[src/rtl/uart_direct_rx.sv]
// uart_direct_rx: direct-pin 8N1 serial receiver feeding a first-word-fall-through
// byte FIFO that the memory controller polls and pops.
module uart_direct_rx #(
    parameter int unsigned CLK_FREQ   = 50000000,
    parameter int unsigned BAUD       = 115200,
    parameter int unsigned DEPTH_LOG2 = 4
) (
    input  logic                  clk,
    input  logic                  rst,
    input  logic                  rxd,
    input  logic                  rd_en,
    output logic [7:0]            rd_data,
    output logic                  rd_valid,
    output logic [DEPTH_LOG2:0]   fifo_count,
    output logic                  overrun,
    output logic                  frame_err,
    input  logic                  clr_err
);

    localparam int unsigned DIV   = CLK_FREQ / BAUD;
    localparam int unsigned HALF  = DIV / 2;
    localparam int unsigned DEPTH = 1 << DEPTH_LOG2;
    localparam int unsigned CW    = $clog2(DIV + 1);

    localparam logic [CW-1:0]       DIV_LAST  = CW'(DIV - 1);
    localparam logic [CW-1:0]       HALF_LAST = CW'(HALF - 1);
    localparam logic [DEPTH_LOG2:0] DEPTH_CNT = (DEPTH_LOG2 + 1)'(DEPTH);

    localparam logic [2:0] ST_IDLE  = 3'd0;
    localparam logic [2:0] ST_START = 3'd1;
    localparam logic [2:0] ST_DATA  = 3'd2;
    localparam logic [2:0] ST_STOP  = 3'd3;
    localparam logic [2:0] ST_WAIT  = 3'd4;

    logic                  meta_q, meta_d;
    logic                  rx_s_q, rx_s_d;
    logic                  rx_prev_q, rx_prev_d;
    logic [2:0]            state_q, state_d;
    logic [CW-1:0]         cnt_q, cnt_d;
    logic [2:0]            idx_q, idx_d;
    logic [7:0]            shift_q, shift_d;
    logic [DEPTH_LOG2-1:0] wr_ptr_q, wr_ptr_d;
    logic [DEPTH_LOG2-1:0] rd_ptr_q, rd_ptr_d;
    logic [DEPTH_LOG2:0]   count_q, count_d;
    logic                  overrun_q, overrun_d;
    logic                  frame_err_q, frame_err_d;
    logic [7:0]            mem_q [DEPTH];

    logic push, set_ferr, do_push, do_pop, full, drop;

    // Bit-timing FSM: half-bit qualify of the start bit, then full-bit samples.
    always_comb begin
        meta_d    = rxd;
        rx_s_d    = meta_q;
        rx_prev_d = rx_s_q;
        state_d   = state_q;
        cnt_d     = cnt_q + 1'b1;
        idx_d     = idx_q;
        shift_d   = shift_q;
        push      = 1'b0;
        set_ferr  = 1'b0;
        case (state_q)
            ST_IDLE: begin
                cnt_d = '0;
                if (rx_prev_q && !rx_s_q) state_d = ST_START;
            end
            ST_START: begin
                if (cnt_q == HALF_LAST) begin
                    cnt_d = '0;
                    if (rx_s_q) begin
                        state_d = ST_IDLE;
                    end else begin
                        state_d = ST_DATA;
                        idx_d   = '0;
                    end
                end
            end
            ST_DATA: begin
                if (cnt_q == DIV_LAST) begin
                    cnt_d          = '0;
                    shift_d[idx_q] = rx_s_q;
                    idx_d          = idx_q + 1'b1;
                    if (idx_q == 3'd7) state_d = ST_STOP;
                end
            end
            ST_STOP: begin
                if (cnt_q == DIV_LAST) begin
                    cnt_d = '0;
                    if (rx_s_q) begin
                        push    = 1'b1;
                        state_d = ST_IDLE;
                    end else begin
                        set_ferr = 1'b1;
                        state_d  = ST_WAIT;
                    end
                end
            end
            ST_WAIT: begin
                // A held-low line (break) must return high before a new start counts.
                cnt_d = '0;
                if (rx_s_q) state_d = ST_IDLE;
            end
            default: begin
                cnt_d   = '0;
                state_d = ST_IDLE;
            end
        endcase
    end

    // FIFO bookkeeping; a pop in the same cycle frees the slot for a push into a full FIFO.
    always_comb begin
        do_pop      = rd_en && (count_q != '0);
        full        = (count_q == DEPTH_CNT);
        do_push     = push && (!full || do_pop);
        drop        = push && full && !do_pop;
        wr_ptr_d    = wr_ptr_q;
        rd_ptr_d    = rd_ptr_q;
        count_d     = count_q;
        overrun_d   = overrun_q;
        frame_err_d = frame_err_q;
        if (do_push) wr_ptr_d = wr_ptr_q + 1'b1;
        if (do_pop)  rd_ptr_d = rd_ptr_q + 1'b1;
        if (do_push && !do_pop)      count_d = count_q + 1'b1;
        else if (!do_push && do_pop) count_d = count_q - 1'b1;
        if (clr_err) begin
            overrun_d   = 1'b0;
            frame_err_d = 1'b0;
        end
        if (drop)     overrun_d   = 1'b1;
        if (set_ferr) frame_err_d = 1'b1;
    end

    // State registers; synchroniser presets to the idle line level.
    always_ff @(posedge clk or negedge rst) begin
        if (!rst) begin
            meta_q      <= 1'b1;
            rx_s_q      <= 1'b1;
            rx_prev_q   <= 1'b1;
            state_q     <= ST_IDLE;
            cnt_q       <= '0;
            idx_q       <= '0;
            shift_q     <= '0;
            wr_ptr_q    <= '0;
            rd_ptr_q    <= '0;
            count_q     <= '0;
            overrun_q   <= 1'b0;
            frame_err_q <= 1'b0;
        end else begin
            meta_q      <= meta_d;
            rx_s_q      <= rx_s_d;
            rx_prev_q   <= rx_prev_d;
            state_q     <= state_d;
            cnt_q       <= cnt_d;
            idx_q       <= idx_d;
            shift_q     <= shift_d;
            wr_ptr_q    <= wr_ptr_d;
            rd_ptr_q    <= rd_ptr_d;
            count_q     <= count_d;
            overrun_q   <= overrun_d;
            frame_err_q <= frame_err_d;
        end
    end

    // Byte storage; contents are unreachable after reset because count is zero.
    always_ff @(posedge clk) begin
        if (do_push) mem_q[wr_ptr_q] <= shift_q;
    end

    assign rd_valid   = (count_q != '0);
    assign rd_data    = rd_valid ? mem_q[rd_ptr_q] : 8'h00;
    assign fifo_count = count_q;
    assign overrun    = overrun_q;
    assign frame_err  = frame_err_q;

endmodule

[config.mk]
export PLATFORM = sky130hd
export DESIGN_NAME = uart_direct_rx
export DESIGN_NICKNAME = d
export VERILOG_FILES = /design/src/rtl/uart_direct_rx.sv
export SDC_FILE = /design/constraint.sdc
export NUM_CORES = 1
export LEC_CHECK = 0
export ABC_AREA = 0
export BUFFER_PORTS_ARGS = -buffer_cell sky130_fd_sc_hd__buf_4
export CORE_AREA = 2 2 112 114
export DETAILED_ROUTE_END_ITERATION = 7
export DIE_AREA = 0 0 114 116
export MAX_ROUTING_LAYER = met4
export PLACE_DENSITY = 0.83
export SETUP_SLACK_MARGIN = 0.3
export SLEW_MARGIN = 25
export SYNTH_ARGS = -nofsm -noshare
export SYNTH_HDL_FRONTEND = slang
export SYNTH_SLANG_ARGS = --single-unit
[constraint.sdc]
create_clock -name clk -period 5.1 [get_ports clk]
set_clock_uncertainty 0.1 [all_clocks]
set_input_delay 0.765 -clock clk [delete_from_list [all_inputs] [get_ports clk]]
set_output_delay 0.765 -clock clk [all_outputs]
set_load 0.02 [all_outputs]
==> results of run 1 <==
==> critical path, delay by kind of cell (launching register included) <==
kind                   cells  cell delay [ps]
multiplexers               2              670
buffers and inverters      2              470
flip-flops                 1              790
AO/OA/AOI/OAI              1              120
==> registers in the layout (all words and copies together) (netlist names), 3 cells and up <==
signal and count:
idx_q 3, cnt_q 9, mem_q 128, rd_ptr_q 4
shift_q 8, state_q 3, wr_ptr_q 4, fifo_count 5
==> synth_stat cells, types with 3 or more instances <==
library cell,instances,area share
sky130_fd_sc_hd__xor2_1,3,0.0037
sky130_fd_sc_hd__mux2_2,9,0.014
sky130_fd_sc_hd__mux4_2,32,0.10
sky130_fd_sc_hd__nor4_1,8,0.0070
sky130_fd_sc_hd__nand2_1,14,0.0074
sky130_fd_sc_hd__a21oi_1,4,0.0028
sky130_fd_sc_hd__o21ai_0,3,0.0021
sky130_fd_sc_hd__dfstp_2,3,0.011
sky130_fd_sc_hd__nand3_1,9,0.0063
sky130_fd_sc_hd__nand2b_1,3,0.0026
sky130_fd_sc_hd__buf_2,5,0.0035
sky130_fd_sc_hd__nand4_1,3,0.0026
sky130_fd_sc_hd__inv_1,13,0.0068
sky130_fd_sc_hd__a21o_1,3,0.0032
sky130_fd_sc_hd__and2_1,5,0.0044
sky130_fd_sc_hd__ha_1,14,0.025
sky130_fd_sc_hd__xnor2_1,14,0.017
sky130_fd_sc_hd__buf_1,4,0.0021
sky130_fd_sc_hd__o22ai_1,8,0.0070
sky130_fd_sc_hd__clkbuf_1,5,0.0026
sky130_fd_sc_hd__nor3_1,6,0.0042
sky130_fd_sc_hd__mux2i_1,17,0.024
sky130_fd_sc_hd__edfxtp_1,128,0.54
sky130_fd_sc_hd__dfrtp_1,38,0.13
sky130_fd_sc_hd__nor2_1,21,0.011
sky130_fd_sc_hd__nor2b_1,4,0.0035
==> per-layer routing <==
layer / routed length (um) / global-route usage / up-vias
li1: - / - / 1636
met1: 5490 / 0.299 / 1897
met2: 6710 / 0.358 / 152
met3: 999 / 0.0722 / 19
met4: 249 / 0.0813 / 0
met5: 0 / - / -
==> area by class of cell <==
cell class	count	area [um^2]	area share
sequential	169	4880	0.613
multi-input combinational	206	2110	0.266
tap	147	184	0.0231
clock buffer	19	433	0.0544
timing repair buffer	29	218	0.0274
clock inverter	11	77.6	0.00975
inverter	14	52.6	0.00660
==> worst max-delay path by stage <==
stage	endpoint	slack, ps	cells past startpoint
6_report	rd_data[5]	1750	5
2_1_floorplan	fifo_count[4]$_DFFE_PN0P_	2250	10
4_1_cts	rd_data[5]	1430	5
3_5_place_dp	fifo_count[4]$_DFFE_PN0P_	1890	12
3_3_place_gp	rd_data[5]	1900	5
5_1_grt	rd_data[4]	1540	5
==> through the flow <==
step / setup slack (ps) / area [um^2] / hold WS [ps]
6_report: 1750 / 7960 / 213
5_1_grt: 1540 / 7960 / 241
4_1_cts: 1430 / 7950 / 216
3_5_place_dp: 1890 / 7440 / 247
3_3_place_gp: 1900 / 7440 / 247
2_1_floorplan: 2250 / 7120 / 245
==> logic make-up after synthesis <==
logic type               after synthesis
flip-flops                           169
buffers and inverters                 31
multiplexers                          60
AO/OA/AOI/OAI                         25
XOR/XNOR                              17
AND/OR/NAND/NOR                       89
adder cells (fa/ha/maj)               15
==> power groups by stage <==
stage	clock, mW	sequential, mW	combinational, mW
after floorplan	0	1.50	0.0142
after detailed placement	0	1.50	0.0235
after global routing	1.19	1.47	0.0265
after CTS	1.14	1.47	0.0238
after global placement	0	1.50	0.0229
final	1.12	1.47	0.0231
==> run summary, run 1 <==
In this run the critical register-to-register path is launched from cnt_q[1]$_DFF_PN0_. The remaining routing DRC violations came out at 0. After detailed routing, the total wire length is about 13000 um. The buffer levels on the longest clock path came out at 2. Leaving out fill and tap cells, the most frequent cell in the layout is sky130_fd_sc_hd__edfxtp_1. The global route total overflow is 0.

Clock-pin slew was measured on the worst setup and hold paths at approximately 60 ps. The worst IR drop on VDD came out at roughly 0.26 mV. The H-tree depth came out at 4.

The analysis attributes to net switching a power of 0.527 mW. The placed wire-length estimate after detailed placement is between 8000 and 9000 um. TritonCTS built the clock tree. The remaining antenna violation count came out at 0.

The simple logic cell fraction of the synthesized area came out at 0.0789. Traced cell by cell, the critical path runs through buf_4 > mux4_2 > mux2i_1 > o22ai_1 > buf_4. At the end of the flow, the number of nets in the layout was 457.

The clock network latency to the later pin of the worst-skew pair is roughly 420 ps. Synthesis produced roughly 410 cells. The area of the core is between 10000 and 15000 um^2. The netlist area before placement is 7120 um^2.

By area, the combinational part of the netlist is dominated by multiplexers. After detailed routing, the average wire length per cell comes to between 20 and 25 um. The transition time at the pin with the least slew margin is 1010 ps.

The post-synthesis async set-or-reset flop share is 0.243. The via count of the first global-routing pass is 3710. The final count of negative-setup-slack endpoints came out at 0. The compound-gate portion of the synthesized area came out at 0.0270. Setup repair after global routing left no endpoint under its margin. The number of buffers inserted by port buffering is 20. Of the total power, the share spent switching nets is 0.201. Buffers inserted during clock tree synthesis total 17. Of the total power, the clock network draws 0.428. Of the total synthesized cell area, the portion taken by XOR and XNOR cells is 0.0209. In the final layout, the share of cells above drive strength 1 is 0.259. The most critical setup path has its startpoint at rd_ptr_q[0]$_DFFE_PN0N_. The count of cells resized by post-cts repair is 0.

In this run the critical register-to-register path is captured at fifo_count[4]$_DFFE_PN0P_. Measured in cells, the most critical reg-to-reg path has a length of 13. The overall fraction of global-route tracks in use is 0.233.

In the synthesized netlist the dominant register cell turns out to be sky130_fd_sc_hd__edfxtp_1. Measured on the finished design, the core utilization comes to 0.668. In this run the clock root is driven by a sky130_fd_sc_hd__clkbuf_16.

The highest net fanout along the worst path came out at 29. The hold violation total from the final report came out at 0. The portion of synthesized area spent on multiplexers is 0.142. The type of destination of the critical path is an output pin.

The top cell types in the final layout, fill and taps aside, are sky130_fd_sc_hd__edfxtp_1 (128), sky130_fd_sc_hd__dfrtp_1 (36), sky130_fd_sc_hd__mux4_2 (32). The fmax came out at ~300 MHz. The number of distinct library cell variants in the gate-level netlist after synthesis came out at 50. The power per unit of standard cell area is between 300 and 400 nW/um^2. The initial antenna violation count is 0. Internal power comes to about 2.1 mW. The share of total power in combinational logic came out at 0.009. The pin count of the biggest net entering global routing came out at 42. Synthesis produced a netlist with a net count of about 430. Of the synthesized area, sequential elements account for 0.684. Excluding fillers, the count of instances in the completed layout stands at ~600. The required time of the critical path came out at between 4000 and 5000 ps. The design draws 2.62 mW. Relative to the synthesized area, the layout overhead comes to 11.7%. The final number of max-transition violations came out at 0. The slowest stage of the critical path belongs to the cell sky130_fd_sc_hd__dfrtp_4.

The post-synthesis adder-cell area fraction is 0.0274. The number of setup buffers added after CTS is 0. During I/O placement, the number of pins put on the boundary was 21. Summed over all cells, the static leakage comes to approximately 3.2 nW. The total negative slack for setup checks is 0 ps. The delay contributed by the slowest stage of the critical path is 790 ps. From bottom edge to top edge, the die measures about 120 um. The first-pass iteration count of the detailed router is 4. The total number of vias is roughly 3700. In this run the worst hold path is classified as primary input to asynchronous set/reset pin. The reported max-cap violation count is 0.

The minimum period implied by the final worst setup slack came out at between 3000 and 4000 ps. The width of the chip came out at 114 um. The number of cell rows came out at 40. The final-layout fill cell count is 813. The worst setup slack for register-to-register paths came out at between 1500 and 2000 ps. The number of placed instances with taps included came out at roughly 570. The most numerous cell on the critical path is sky130_fd_sc_hd__buf_4. The sequential cell fraction of total power came out at 0.563.

Data arrives at the worst endpoint at 2490 ps. The number of antenna diodes in the final layout is 0. The flow ran to the end, and the final reports show no timing, DRC or antenna violations. The clock sink total came out at ~170. The post-cts hold buffer count is 0. The number of warnings issued by yosys came out at 0. The number of flops mapped to enable cells by yosys is around 130. Of the available clock period, the critical path in the final layout requires 0.657. The average cell area after synthesis is between 15 and 20 um^2. The worst setup path is launched from a flop. Routability-driven placement finished with a final weighted congestion of around 0.8. The initial core utilization came out at 0.598. The via-per-instance ratio came out at 6.23. The worst slew slack as a fraction of its limit came out at 0.327. The first-pass GRT wire length came out at 21200 um. The register bit total from synthesis came out at between 150 and 200. The total die area is 13200 um^2.

The detailed router's first-iteration violation count is 298. The critical path is of the flop to output pin type.
Note: power is estimated with default switching activity, not from simulation.
==> run 2, diff against run 1 <==
--- a/config.mk
+++ b/config.mk
@@ -7,11 +7,11 @@
 export LEC_CHECK = 0
 export ABC_AREA = 0
 export BUFFER_PORTS_ARGS = -buffer_cell sky130_fd_sc_hd__buf_4
-export CORE_AREA = 2 2 112 114
+export CORE_AREA = 2 2 116 118
 export DETAILED_ROUTE_END_ITERATION = 7
-export DIE_AREA = 0 0 114 116
+export DIE_AREA = 0 0 118 120
 export MAX_ROUTING_LAYER = met4
-export PLACE_DENSITY = 0.83
+export PLACE_DENSITY = 0.81
 export SETUP_SLACK_MARGIN = 0.3
 export SLEW_MARGIN = 25
 export SYNTH_ARGS = -nofsm -noshare
==> constraint.sdc (replaced) <==
create_clock -name clk -period 2.9 [get_ports clk]
set_clock_uncertainty 0.1 [all_clocks]
set_input_delay 0.435 -clock clk [delete_from_list [all_inputs] [get_ports clk]]
set_output_delay 0.435 -clock clk [all_outputs]
set_load 0.02 [all_outputs]
==> run 2 against run 1 <==
Critical path depth increased by 1. Sequential power increased by 76%. Largest power group unchanged. Global-route usage increased by 0.35 points. Cell count increased by 10%. Flip-flop and latch count unchanged. Sequential share of layout area decreased by 4.6 points. Clock-buffer cell count decreased by 1. Routed wire length increased by 11%. Die area increased by 7.1%.
==> run summary, run 2 (synthesized netlist as in run 1, its figures left out) <==
Largest regs: mem_q x128, cnt_q x9, shift_q x8 (unchanged). The total detailed-routing wirelength came to 14900 um (was 13500 um). The reported max-cap violation count was 0 (unchanged).

The overall fraction of global-route tracks in use came out at 0.236 (was 0.233). The clock network latency to the later pin of the worst-skew pair is 420 ps (about the same). Run status: finished clean (unchanged). The cell with the biggest individual delay on the critical path is sky130_fd_sc_hd__mux4_2 (was sky130_fd_sc_hd__dfrtp_4). The final-layout fill cell count was 850 (was 813). The signal arrival time at the worst endpoint is 2160 ps (was 2490 ps).

The number of antenna diodes was 0 (unchanged). The remaining routing DRC violations came out at 0 (unchanged). The path depth of the worst reg2reg path is 13 (unchanged).

The transition time at the pin with the least slew margin came to 612 ps (was 1010 ps). The initial antenna violation count is 0 (unchanged). For hold timing, the worst endpoint is rd_ptr_q[0]$_DFFE_PN0N_. The initial core utilization is 0.549 (was 0.598).

The detailed router's first-iteration violation count came out at 434 (was 298). The first-pass GRT wire length is 23800 um (was 21200 um). Counting instances, the worst hold path has a depth of 3.

The routed length per instance came out at 22.7 um (was 22.6 um). The top-level I/O count was 21 (unchanged). The final count of negative-setup-slack endpoints is 0 (unchanged).

The worst setup slack for register-to-register paths is 370 ps (was 1980 ps). The required time of the critical path came out at 2370 ps (was 4240 ps). The height of the die came out at 120 um (was 116 um).

The startpoint identified for the worst hold timing path is rd_en. The minimum period implied by the final worst setup slack came out at 2700 ps. The hold violation total from the final report came out at 0 (unchanged). The number of cell rows is 42 (was 40). The uppermost layer routed is met4 (unchanged). The worst slew slack as a fraction of its limit was 0.592 (was 0.327). The pin count of the biggest net entering global routing is 42 (unchanged).

The register with the most flip-flops was mem_q (unchanged). The worst setup margin came out at 201 ps (was 1750 ps). The growth of design area from synthesis to finish is 20.9% (was 11.7%). The share of the clock period used by the worst path came out at 0.931.

The met1 layer wirelength in the final routing came out at 5810 um (was 5490 um). Leading cell types in the layout, fill and taps excluded: sky130_fd_sc_hd__edfxtp_1 (128), sky130_fd_sc_hd__buf_4 (51), sky130_fd_sc_hd__mux4_2 (32) (was sky130_fd_sc_hd__edfxtp_1 (128), sky130_fd_sc_hd__dfrtp_1 (36), sky130_fd_sc_hd__mux4_2 (32)). The proportion of layout cells with a drive suffix above 1 is 0.360 (was 0.259). The power per unit of standard cell area came out at 599 nW/um^2 (was 329 nW/um^2). The net total in the final layout is 488 (was 457).

The number of buffers inserted by port buffering is 20 (unchanged). The placed wire-length estimate after detailed placement was 8740 um (was 8770 um). The via count of the first global-routing pass was 4151 (was 3710).

The via-per-instance ratio is 5.91 (was 6.23). The final number of max-transition violations is 0 (unchanged). The worst IR drop on VDD came out at 0.400 mV (was 0.261 mV). The flip-flop count of the largest register, all copies and words added came to 128 (unchanged). The end of the worst register-to-register path is fifo_count[4]$_DFFE_PN0P_ (unchanged). The category of the critical setup timing path was flop to output pin (unchanged).

The clock tree from TritonCTS is done (unchanged). Cells along the critical path: buf_12 > buf_16 > mux4_2 > mux2i_1 > o22ai_1 > buf_4 (was buf_4 > mux4_2 > mux2i_1 > o22ai_1 > buf_4). The class of the most critical hold timing path is primary input to flop (was primary input to asynchronous set/reset pin). The first-pass iteration count of the detailed router was 5 (was 4).

The number of buffers created by CTS was 17 (unchanged). The buffer type at the clock tree root is sky130_fd_sc_hd__clkbuf_16 (unchanged). The clock sink total came out at 169 (unchanged).

The pre-CTS setup slack is 70.3 ps (was 1890 ps). The met3 wire length is 926 um (was 999 um). The total number of vias is 3884 (was 3704). The most common library cell in the layout ignoring fill and taps was sky130_fd_sc_hd__edfxtp_1 (unchanged). The final estimated routing congestion in global placement is 0.832 (was 0.797). The global route total overflow came to 0 (unchanged). The delay contributed by the slowest stage of the critical path was 530 ps (was 790 ps).

The H-tree depth is 4 (unchanged). The width of the chip is 118 um (was 114 um). The clock-pin slew on the worst setup and hold paths came out at 60 ps (about the same).

The reg-to-reg startpoint was cnt_q[1]$_DFF_PN0_ (unchanged). The total die area is 14200 um^2 (was 13200 um^2). The fmax came out at roughly 370 MHz. The type of origin of the critical path was a flop (unchanged). The leakage component of the power came out at 3.45 nW (was 3.17 nW). The total negative slack for setup checks was 0 ps (unchanged). The area of the core is 13000 um^2 (was 11900 um^2). The highest net fanout along the worst path is 5 (was 29). The routed length on met2 is 7910 um (was 6710 um). The remaining antenna violation count was 0 (unchanged). Setup repair after global routing missed its margin: yes (was no).

The buffer levels on the longest clock path is 2 (unchanged). The type of destination of the critical path is an output pin (unchanged).
[run 2: cell count changes in the layout (fill, tap and decap cells not counted), moves of 4 or more]
cell | before | now
sky130_fd_sc_hd__buf_12 | 0 | 4
sky130_fd_sc_hd__buf_4 | 29 | 51
sky130_fd_sc_hd__bufinv_16 | 0 | 6
sky130_fd_sc_hd__dfrtp_1 | 36 | 31
sky130_fd_sc_hd__dfrtp_2 | 1 | 7
sky130_fd_sc_hd__mux2i_1 | 17 | 10
sky130_fd_sc_hd__mux2i_2 | 0 | 6
[run 2: cell type report]
cell class                      instances  area (um^2)  area share
Timing Repair Buffer                   60          549      0.0638
Clock inverter                         14          226      0.0263
Multi-Input combinational cell        206         2240       0.261
Inverter                               14         60.1     0.00697
Sequential cell                       169         4880       0.567
Clock buffer                           18          429      0.0498
Tap cell                              176          220      0.0256
[run 2: timing repair]
| action | CTS | global route |
|---|---|---|
| cloned | 2 | 0 |
| pin swaps | 7 | 6 |
| gates resized for setup | 19 | 12 |
| hold endpoints to repair | 39 | 0 |
| endpoints found under the setup margin | 35 | 10 |
| setup buffers | 12 | 6 |
| hold buffers | 2 | 0 |
[run 2: power by group]
group	internal, mW	switching [mW]
Sequential	2.58	0.00897
Combinational	0.0222	0.0347
Clock	1.61	0.908
Total	4.21	0.951
[run 2: through the flow]
| stage | instances | hold WS (ps) | util | cell area [um^2] | total power [mW] |
|---|---|---|---|---|---|
| floorplan | 406 | 39.4 | - | 7180 | 2.66 |
| global route | 657 | 245 | 0.663 | 8610 | 5.28 |
| finish | 657 | 242 | 0.663 | 8610 | 5.16 |
| detailed placement | 603 | 251 | 0.588 | 7630 | 2.69 |
| global placement | 603 | 253 | 0.588 | 7630 | 2.68 |
| CTS | 651 | 228 | 0.657 | 8520 | 5.18 |
[run 2: per-layer routing]
layer  global-route usage  vias to the layer above
li1                     -                     1708
met1                0.287                     1988
met2                0.394                      165
met3               0.0480                       23
met4               0.0949                        0
met5                    -                        -
[run 2: how the worst max path moves through the flow]
stage / startpoint / end / slack, ps / depth (start not counted)
floorplan: fifo_count[2]$_DFFE_PN0P_ / fifo_count[4]$_DFFE_PN0P_ / 310 / 11
global placement: state_q[2]$_DFFE_PN0P_ / fifo_count[4]$_DFFE_PN0P_ / 250 / 11
detailed placement: state_q[2]$_DFFE_PN0P_ / fifo_count[4]$_DFFE_PN0P_ / 70 / 11
CTS: rd_ptr_q[0]$_DFFE_PN0N_ / rd_data[0] / 210 / 6
global route: rd_ptr_q[0]$_DFFE_PN0N_ / rd_data[4] / 140 / 6
finish: rd_ptr_q[0]$_DFFE_PN0N_ / rd_data[4] / 200 / 6
[run 2: worst max-delay path: cells and delay by family (launching register included)]
kind	cells	cell delay, ps
AOI/OAI and AO/OA	1	100
buffers and inverters	3	440
DFF	1	450
muxes	2	730
